### config.mk
export PLATFORM = sky130hd
export DESIGN_NAME = dac_dual_writer
export DESIGN_NICKNAME = d
export VERILOG_FILES = /design/src/rtl/dac_pkg.sv /design/src/rtl/dac_fifo2.sv /design/src/rtl/dac_dual_writer.sv
export SDC_FILE = /design/constraint.sdc
export NUM_CORES = 1
export LEC_CHECK = 0
export CORE_MARGIN = 1
export CORE_UTILIZATION = 35
export CTS_BUF_LIST = sky130_fd_sc_hd__clkbuf_2 sky130_fd_sc_hd__clkbuf_4 sky130_fd_sc_hd__clkbuf_8
export CTS_CLUSTER_DIAMETER = 40
export DETAILED_ROUTE_END_ITERATION = 8
export GPL_TIMING_DRIVEN = 1
export PLACE_DENSITY = 0.66
export REMOVE_ABC_BUFFERS = 1
export SYNTH_ARGS = -nofsm -noshare
export SYNTH_HDL_FRONTEND = slang
export SYNTH_SLANG_ARGS = --single-unit
### constraint.sdc
create_clock -name i_clock -period 2.6 [get_ports i_clock]
set_input_delay 0.65 -clock i_clock [delete_from_list [all_inputs] [get_ports i_clock]]
set_output_delay 0.65 -clock i_clock [all_outputs]
set_load 0.01 [all_outputs]
### src/rtl/dac_pkg.sv
// Shared constants, FSM state type and sample-to-DAC-code conversion for the dual DAC writer.
package dac_pkg;

  localparam int DAC_WIDTH = 14;
  localparam logic [DAC_WIDTH-1:0] DAC_MIDSCALE = 14'h2000;
  localparam logic [DAC_WIDTH-1:0] DAC_SMIN = {1'b1, {(DAC_WIDTH-1){1'b0}}};
  localparam logic [DAC_WIDTH-1:0] DAC_SMAX = {1'b0, {(DAC_WIDTH-1){1'b1}}};

  typedef enum logic [1:0] {
    OFF   = 2'd0,
    PRIME = 2'd1,
    RUN   = 2'd2
  } dac_state_t;

  // Two's complement in, offset binary out; negation saturates the one unrepresentable value.
  function automatic logic [DAC_WIDTH-1:0] to_offset_bin(input logic [DAC_WIDTH-1:0] s,
                                                         input logic invert);
    logic [DAC_WIDTH-1:0] v;
    if (!invert)
      v = s;
    else if (s == DAC_SMIN)
      v = DAC_SMAX;
    else
      v = -s;
    return {~v[DAC_WIDTH-1], v[DAC_WIDTH-2:0]};
  endfunction

endpackage

### src/rtl/dac_fifo2.sv
// Two-entry FIFO with flush; head is visible combinationally on pop_dat, writes land next edge.
// Backpressure: push while full is dropped unless a pop shares the cycle; flush beats push and pop.
module dac_fifo2 #(
  parameter int DW = 28
) (
  input  logic          clk,
  input  logic          rst,
  input  logic          flush,
  input  logic          push,
  input  logic [DW-1:0] push_dat,
  input  logic          pop,
  output logic [DW-1:0] pop_dat,
  output logic [1:0]    occupancy,
  output logic          empty,
  output logic          full
);

  logic [DW-1:0] mem_q [2];
  logic          wr_ptr_q;
  logic          rd_ptr_q;
  logic [1:0]    cnt_q;
  logic          do_push;
  logic          do_pop;

  assign empty     = (cnt_q == 2'd0);
  assign full      = (cnt_q == 2'd2);
  assign occupancy = cnt_q;
  assign pop_dat   = mem_q[rd_ptr_q];
  assign do_pop    = pop & ~empty;
  assign do_push   = push & (~full | do_pop);

  always_ff @(posedge clk) begin
    if (do_push && !flush)
      mem_q[wr_ptr_q] <= push_dat;
  end

  always_ff @(posedge clk) begin
    if (rst || flush) begin
      wr_ptr_q <= 1'b0;
      rd_ptr_q <= 1'b0;
      cnt_q    <= 2'd0;
    end else begin
      if (do_push)
        wr_ptr_q <= ~wr_ptr_q;
      if (do_pop)
        rd_ptr_q <= ~rd_ptr_q;
      cnt_q <= cnt_q + {1'b0, do_push} - {1'b0, do_pop};
    end
  end

endmodule

### src/rtl/dac_dual_writer.sv
// Dual DAC writer: sample pairs -> 2-deep FIFO -> paced offset-binary DA/DB plus write clock.
// First pair appears DIV cycles after RUN entry; o_ready low while off or FIFO full.
// Define DAC_RAMP_EN to add the i_ramp_sel test-ramp source.
module dac_dual_writer
  import dac_pkg::*;
#(
  parameter int WIDTH  = DAC_WIDTH,
  parameter int DIV    = 10,
  parameter bit INVERT = 1'b0
) (
  input  logic             i_clock,
  input  logic             i_RESET,
  input  logic             i_enable,
  input  logic             i_valid,
  output logic             o_ready,
  input  logic [WIDTH-1:0] i_dataA,
  input  logic [WIDTH-1:0] i_dataB,
`ifdef DAC_RAMP_EN
  input  logic             i_ramp_sel,
`endif
  output logic [WIDTH-1:0] o_DA,
  output logic [WIDTH-1:0] o_DB,
  output logic             o_dac_clk,
  output logic             o_underrun
);

  localparam int CW = $clog2(DIV);
  localparam logic [CW-1:0] CNT_LAST = CW'(DIV - 1);
  localparam logic [CW-1:0] CNT_HALF = CW'(DIV / 2);

  dac_state_t         state_q, state_d;
  logic [CW-1:0]      cnt_q, cnt_d;
  logic               dac_clk_d;
  logic               tick;
  logic               ramp_on;
  logic               fifo_push, fifo_pop, fifo_flush, fifo_empty, fifo_full;
  logic [1:0]         fifo_occ;
  logic [2*WIDTH-1:0] fifo_wr_dat, fifo_rd_dat;
  logic               load;
  logic [WIDTH-1:0]   load_a, load_b;

`ifdef DAC_RAMP_EN
  logic [WIDTH-1:0]   ramp_q;
  assign ramp_on = i_ramp_sel;

  always_ff @(posedge i_clock) begin
    if (i_RESET)
      ramp_q <= '0;
    else if (tick && ramp_on)
      ramp_q <= ramp_q + WIDTH'(1);
  end
`else
  assign ramp_on = 1'b0;
`endif

  assign o_ready     = (state_q != OFF) & ~fifo_full;
  assign tick        = (state_q == RUN) & (cnt_q == CNT_LAST) & i_enable;
  assign fifo_flush  = (state_d == OFF);
  assign fifo_push   = i_valid & o_ready;
  assign fifo_pop    = tick & ~ramp_on;
  // Conversion happens on the way in so the FIFO holds ready-to-drive codes.
  assign fifo_wr_dat = {to_offset_bin(i_dataA, INVERT), to_offset_bin(i_dataB, INVERT)};

  dac_fifo2 #(.DW(2*WIDTH)) u_fifo (
    .clk       (i_clock),
    .rst       (i_RESET),
    .flush     (fifo_flush),
    .push      (fifo_push),
    .push_dat  (fifo_wr_dat),
    .pop       (fifo_pop),
    .pop_dat   (fifo_rd_dat),
    .occupancy (fifo_occ),
    .empty     (fifo_empty),
    .full      (fifo_full)
  );

  always_comb begin
    state_d = state_q;
    cnt_d   = '0;
    case (state_q)
      OFF:     if (i_enable) state_d = PRIME;
      PRIME:   if (fifo_occ != 2'd0) state_d = RUN;
      RUN:     cnt_d = (cnt_q == CNT_LAST) ? '0 : cnt_q + CW'(1);
      default: state_d = OFF;
    endcase
    if (!i_enable) begin
      state_d = OFF;
      cnt_d   = '0;
    end
    // Registered from next-state so the clock phase lines up with cnt_q.
    dac_clk_d = (state_d == RUN) && (cnt_d >= CNT_HALF);
  end

  always_comb begin
    load   = tick & ~ramp_on & ~fifo_empty;
    load_a = fifo_rd_dat[2*WIDTH-1:WIDTH];
    load_b = fifo_rd_dat[WIDTH-1:0];
`ifdef DAC_RAMP_EN
    if (tick && ramp_on) begin
      load   = 1'b1;
      load_a = ramp_q;
      load_b = ~ramp_q;
    end
`endif
  end

  always_ff @(posedge i_clock) begin
    if (i_RESET) begin
      state_q    <= OFF;
      cnt_q      <= '0;
      o_dac_clk  <= 1'b0;
      o_DA       <= DAC_MIDSCALE;
      o_DB       <= DAC_MIDSCALE;
      o_underrun <= 1'b0;
    end else begin
      state_q   <= state_d;
      cnt_q     <= cnt_d;
      o_dac_clk <= dac_clk_d;
      if (tick && !ramp_on && fifo_empty)
        o_underrun <= 1'b1;
      if (state_d == OFF) begin
        o_DA <= DAC_MIDSCALE;
        o_DB <= DAC_MIDSCALE;
      end else if (load) begin
        o_DA <= load_a;
        o_DB <= load_b;
      end
    end
  end

endmodule

==> run metrics, run 1 <==
placed cell areas 4658 um^2; pre-CTS WS 0.2585 ns; largest family of logic cells by synthesized area multiplexers; sequential cell area 2484 um^2; # diodes 0; Skew-Pair Late Insertion Delay 0.36 ns; post-CTS sizing 0; Residual DRC 0; most common flop cell mapped by yosys edfxtp_1; Mapped Area just under 4000 um^2; max-cap violations 0; Power, Total 2.616 mW; Post-Synth XOR/XNOR Area 0.4540%; mux contribution to synthesized area 15.11%; initial antenna violation count 0; worst clock skew approximately 0.013 ns; CP Data Required Time 1.95 ns; Initial DRC Count approximately 100; design area 4835 um^2; clk sink count 96; NumNets Final 391; VDD IR-drop max 0.2972 mV; post-route ant nets 0; initial core utilization between 30 and 40%; first-pass GRT wire length 11990 um; hpwl dp around 4600 um; Max clock buf depth 2; GRT overflow 0; status finished, final reports clean; Inserted Clock Buffers 9; Wirelength per Cell ~15 um; flops & latches, synth 96; Layout fillers approximately 970; Max Slew Vio Count 0; final period utilization just under 90%; Leak 1.792 nW; CP Capture Type output pin; min cycle time layout 2.273 ns; commonest cells in the netlist edfxtp_1 (56), nand3_1 (53), dfxtp_1 (40); Via Count 2446; Fin Setup TNS 0 ns; fmax 0.4400 GHz; final hold vios 0; clock slew at reported path FFs 0.10 ns; RSZ-0062 raised after global routing false; share of cells above drive strength 1 15.00%; Yosys Warn Count 0; WP data arrival 1.62 ns; Vias/cell 4.931; first-pass iteration count of the detailed router 4; IO Port Bufs 62; GRT Overall Usage a little over an eighth; total wire length approximately 7300 um; adder-cell share of the synthesized area 1.297%; Top Ports 63; Compound-Gate Fraction of Synth Area around 2.8%; Multi-input gate area 1280 um^2; Hold Buf Count CTS 0; Die ar. 11450 um^2; vias in the first global route 2411; Crit Path Max Fanout 5; Slew @ Worst Pin 0.7696 ns; Std-Cell Rows 37; Setup WS post-layout ~0.33 ns; cell area power density 541.1 nW/um^2; Core ar. 10510 um^2; sequential fraction of the synthesis area between 60 and 70%; Root Buffer clkbuf_8; hold crit path type reg2reg; Setup Viol. Count Final 0; share of the synthesized area in the top cell type 43.58%; chip width 107 um; area growth from synthesis to layout 25.29%; FFs w/ async S/R, synth 0%; top-count cell post-synth edfxtp_1; WHS 0.4749 ns; die height 107 um; TritonCTS clock tree done; post-synth cell types 37; largest net degree at the start of global routing 34; GP Congestion 0.7543; largest cells by area after synthesis edfxtp_1 (44%), dfxtp_1 (21%), mux2_2 (7.6%); Synth Area in Simple Gates 12.91%; CTS H-tree depth 3; area leader, netlist edfxtp_1; Post-synth EDFFs 56; CP Launch Type flip-flop; Avg Cell Area, Syn approximately 13 um^2; critical path class reg2out; Post CTS Setup Buffer Count 0; max_slew headroom 48.69%; Syn Inst Count 293
flip-flops by register name, indices dropped and copies added (netlist names):
register,flops
u_fifo.mem_q,56
u_fifo.occupancy,2
cnt_q,4
o_dac_clk,1
o_DA,14
u_fifo.wr_ptr_q,1
o_underrun,1
u_fifo.rd_ptr_q,1
state_q,2
o_DB,14
through the flow:
step                      std cells  utilization (%)
final                           496            46.01
after global routing            496            46.01
after CTS                       496            46.01
after detailed placement        480            44.33
after global placement          480            44.33
after floorplan                 276                -
routing by layer:
layer	share of wire, %	GRT usage, %
met1	45	16.67
met2	49	23.04
met3	4.9	3.769
met4	1.3	4.990
met5	0	0
placed cells by master (no fill, tap or decap), types with 2 or more instances in the layout:
master,instances
edfxtp_1,56
clkbuf_8,9
and2_1,3
nor2b_1,3
or3_1,2
nor3_1,4
xor2_1,2
inv_6,3
clkdlybuf4s50_1,62
ha_1,4
mux2i_1,29
dfxtp_1,39
nor2_1,8
inv_1,9
nand3_1,53
buf_12,2
nand2_1,5
a21oi_1,4
buf_4,4
nor2_4,2
nand2b_1,2
mux2_2,26
a2111oi_0,2
clkinv_4,2
nand3b_1,2
a21boi_0,2
and3b_1,2
cells by family after synthesis:
group | count (synthesis)
XOR/XNOR | 2
AND/OR/NAND/NOR | 95
adder cells (fa/ha/maj) | 4
multiplexers | 55
flip-flops | 96
AO/OA/AOI/OAI | 15
buffers and inverters | 26
power breakdown:
group | internal [mW] | switching, mW
clock | 0.357 | 0.529
sequential | 1.62 | 0.00404
combinational | 0.0616 | 0.0481
area by class of cell:
cell class	instances	share of cell area [%]
inverter	9	0.6988
clock buffer	9	2.562
clock inverter	7	1.087
multi-input combinational	171	26.48
sequential	96	51.37
tap	136	3.520
timing repair buffer	68	14.29
critical path, stage by stage (launching register included):
cell	delay (ns)
dfxtp_1	0.40
nor2b_1	0.32
nor2_1	0.07
clkdlybuf4s50_1	0.48
path summary, 6_finish.rpt:
kind | from | to | slack [ns] | cells past startpoint
hold / removal | o_DB[5] | o_DB[5] | 0.47 | 2
setup / recovery | u_fifo.occupancy[1] | o_ready | 0.33 | 3
hold reg to reg | o_DB[5] | o_DB[5] | 0.47 | 2
setup reg to reg | cnt_q[1] | u_fifo.occupancy[1] | 0.52 | 11
(Power assumes the default switching activity.)
==> run 2, diff against run 1 <==
SYNTH_HIERARCHICAL = 1   (was default)
==> run 2 against run 1 <==
Effect of this change: combinational power grew 4%; utilization fell by 0.54 points; non-clock buffer count increased by 6; final area increased by 1.9%; clock power rose by 13%; hold slack got worse by 0.00092 ns; clock skew fell by 0.0049 ns; global-route usage decreased by 0.23 points; count of clock-buffer cells in the layout unchanged; total power is 5.1% higher; highest routed layer unchanged.
==> run metrics, run 2 <==
Initial DRC Count 114 (+9.6%); Syn Inst Count 291 (-0.68%); FFs w/ async S/R, synth 0% (unchanged); largest register by flop count u_fifo/mem_q; largest cells by area after synthesis edfxtp_1 (43%), dfxtp_1 (21%), mux2_2 (8.1%); die height 107.4 um (+0.40%); Layout fillers 988 (+2.1%); hold crit path type reg2reg; min cycle time layout 2.375 ns (+0.1026 ns); vias in the first global route 2432 (+0.87%); status finished, final reports clean; Slew @ Worst Pin 0.5563 ns (-0.2133 ns); Max Slew Vio Count 0 (unchanged); VDD IR-drop max 0.2745 mV (-7.6%); area leader, netlist edfxtp_1; Hold Buf Count CTS 0 (unchanged); Residual DRC 0 (unchanged); Die ar. 11540 um^2 (+0.80%); pre-CTS WS -0.03263 ns (-0.2911 ns); WP data arrival 1.73 ns (+0.11 ns); most common cell after layout, fill and taps aside clkdlybuf4s50_1; post-synth cell types 36 (-2.7%); sequential cell area 2502 um^2 (+0.76%); Setup Viol. Count Final 0 (unchanged); Fin Setup TNS 0 ns (unchanged); initial antenna violation count 0 (unchanged); max_slew headroom 62.52% (+14 points); post-route ant nets 0 (unchanged); RSZ-0062 raised after global routing false; final cell count without fillers 504 (+1.6%); Crit Path Max Fanout 6 (+1); final period utilization 91.36% (+3.9 points); WHS 0.4739 ns (-0.0009210 ns); sequential fraction of the synthesis area 64.33% (about the same); critical-path cell list nand2b_1 -> inv_1 -> nor2_1 -> clkdlybuf4s50_1; placed cell areas 4716 um^2 (+1.2%); CP Data Required Time 1.95 ns (about the same); chip width 107.4 um (+0.40%); Skew-Pair Late Insertion Delay 0.35 ns (about the same); GRT overflow 0 (unchanged); Regs by FF count u_fifo/mem_q: 56 flops, o_DA: 14 flops, o_DB: 14 flops; worst clock skew 0.007957 ns (-0.004857 ns); hpwl dp 4783 um (+2.9%); commonest cells in the netlist edfxtp_1 (56), nand3_1 (54), dfxtp_1 (41); Top Ports 63 (unchanged); max-cap violations 0 (unchanged); clk sink count 97 (+1.0%); CP Launch Type flip-flop; Std-Cell Rows 38 (+2.7%); Reg2Reg Depth 10 (-1); Avg Cell Area, Syn 13.37 um^2 (+1.5%); Vias/cell 4.877 (-1.1%); IO Port Bufs 62 (unchanged); Max clock buf depth 2 (unchanged); Multi-input gate area 1292 um^2 (+0.98%); GRT Overall Usage 13.44% (-0.23 points); post-layout util 45.46% (-0.54 points); top-count cell post-synth edfxtp_1; Worst path slowest cell clkdlybuf4s50_1; Via Count 2458 (+0.49%); final hold vios 0 (unchanged); TritonCTS clock tree done; Hold Path Stages 2 (unchanged); Root Buffer clkbuf_8; Post CTS Setup Buffer Count 0 (unchanged); Largest register FFs 56 (unchanged); critical path class reg2out; area growth from synthesis to layout 26.70%; Inserted Clock Buffers 9 (unchanged); CP Capture Type output pin; Power, Total 2.748 mW (+5.1%); fmax 0.4210 GHz (-4.3%); Setup WS post-layout 0.2247 ns (-0.1026 ns); commonest cells after routing, fill and taps aside clkdlybuf4s50_1 (62), edfxtp_1 (56), nand3_1 (54), dfxtp_1 (41), mux2i_1 (29); GP Congestion 0.7968 (+5.6%); design area 4928 um^2 (+1.9%); Post-synth EDFFs 56 (unchanged); Leak 1.640 nW (-8.5%); clock slew at reported path FFs 0.10 ns (about the same); CP max stage delay 0.57 ns (+0.09 ns); Core ar. 10840 um^2 (+3.2%); # diodes 0 (unchanged); most common flop cell mapped by yosys edfxtp_1; first-pass iteration count of the detailed router 4 (unchanged); initial core utilization 35.88% (-0.83 points); Mapped Area 3890 um^2 (+0.81%); placed cells 488 (+1.7%); Wirelength per Cell 14.36 um (-2.6%); NumNets Final 394 (+0.77%); cell area power density 557.6 nW/um^2 (+3.1%); total wire length 7235 um (-1.1%); share of the synthesized area in the top cell type 43.23% (-0.35 points); flops & latches, synth 97 (+1.0%); post-CTS sizing 0 (unchanged); share of cells above drive strength 1 17.58% (+2.6 points); CTS H-tree depth 3 (unchanged); first-pass GRT wire length 11760 um (-1.9%); largest net degree at the start of global routing 53 (+56%); Yosys Warn Count 6 (+6)
==> run 2: cell count changes after synthesis, moves of 3 or more <==
| cell | delta |
|---|---|
| nor2b_1 | -3 |
| a21oi_1 | -4 |
| nor3_1 | +4 |
| xnor2_1 | +3 |
| inv_1 | -3 |
| buf_2 | -3 |
==> run 2: critical path: cells and delay by family (launching register included) <==
family                 cells  cell delay, ns
AND/OR/NAND/NOR            2            0.35
buffers and inverters      2            0.63
flip-flops                 1            0.41
==> run 2: worst paths after layout <==
| path | from | endpoint | slack (ns) |
|---|---|---|---|
| max | u_fifo/occupancy[0] | o_ready | 0.22 |
| min | o_DA[9] | o_DA[9] | 0.47 |
| max reg2reg | cnt_q[1] | u_fifo/occupancy[1] | 0.43 |
| min reg2reg | o_DA[9] | o_DA[9] | 0.47 |
==> run 2: final cells by class <==
| cell class | count | share of cell area, % |
|---|---|---|
| inverters | 6 | 0.4570 |
| well taps | 140 | 3.554 |
| flip-flops and latches | 97 | 50.77 |
| clock buffers | 9 | 2.513 |
| repair buffers | 74 | 14.67 |
| clock inverters | 7 | 1.802 |
| multi-input cells | 171 | 26.22 |
==> run 2: power breakdown <==
group          switching (mW)  total [mW]  internal, mW  leakage (nW)
Sequential            0.00403        1.64          1.63         0.836
Combinational          0.0512       0.114        0.0628         0.701
Clock                   0.536       0.999         0.463         0.103
==> run 2: cells by family (layout without fill, tap and decap cells) <==
family | Yosys count | count (layout) | synth area share [%]
buffers and inverters | 23 | 96 | 3.120
AOI/OAI and AO/OA | 11 | 11 | 2.091
and+or+nand+nor | 96 | 96 | 13.03
DFF | 97 | 97 | 64.33
muxes | 57 | 57 | 15.57
adders and majority gates | 3 | 3 | 0.9650
xor gates and xnor gates | 4 | 4 | 0.9008
==> run 2: metal layers <==
| metal | GRT usage [%] | up-vias | wire, um |
|---|---|---|---|
| met3 | 4.298 | 4 | 301 |
| li1 | - | 1208 | - |
| met4 | 4.110 | 0 | 46 |
| met5 | 0 | - | 0 |
| met1 | 16.70 | 1193 | 3330 |
| met2 | 22.26 | 53 | 3556 |
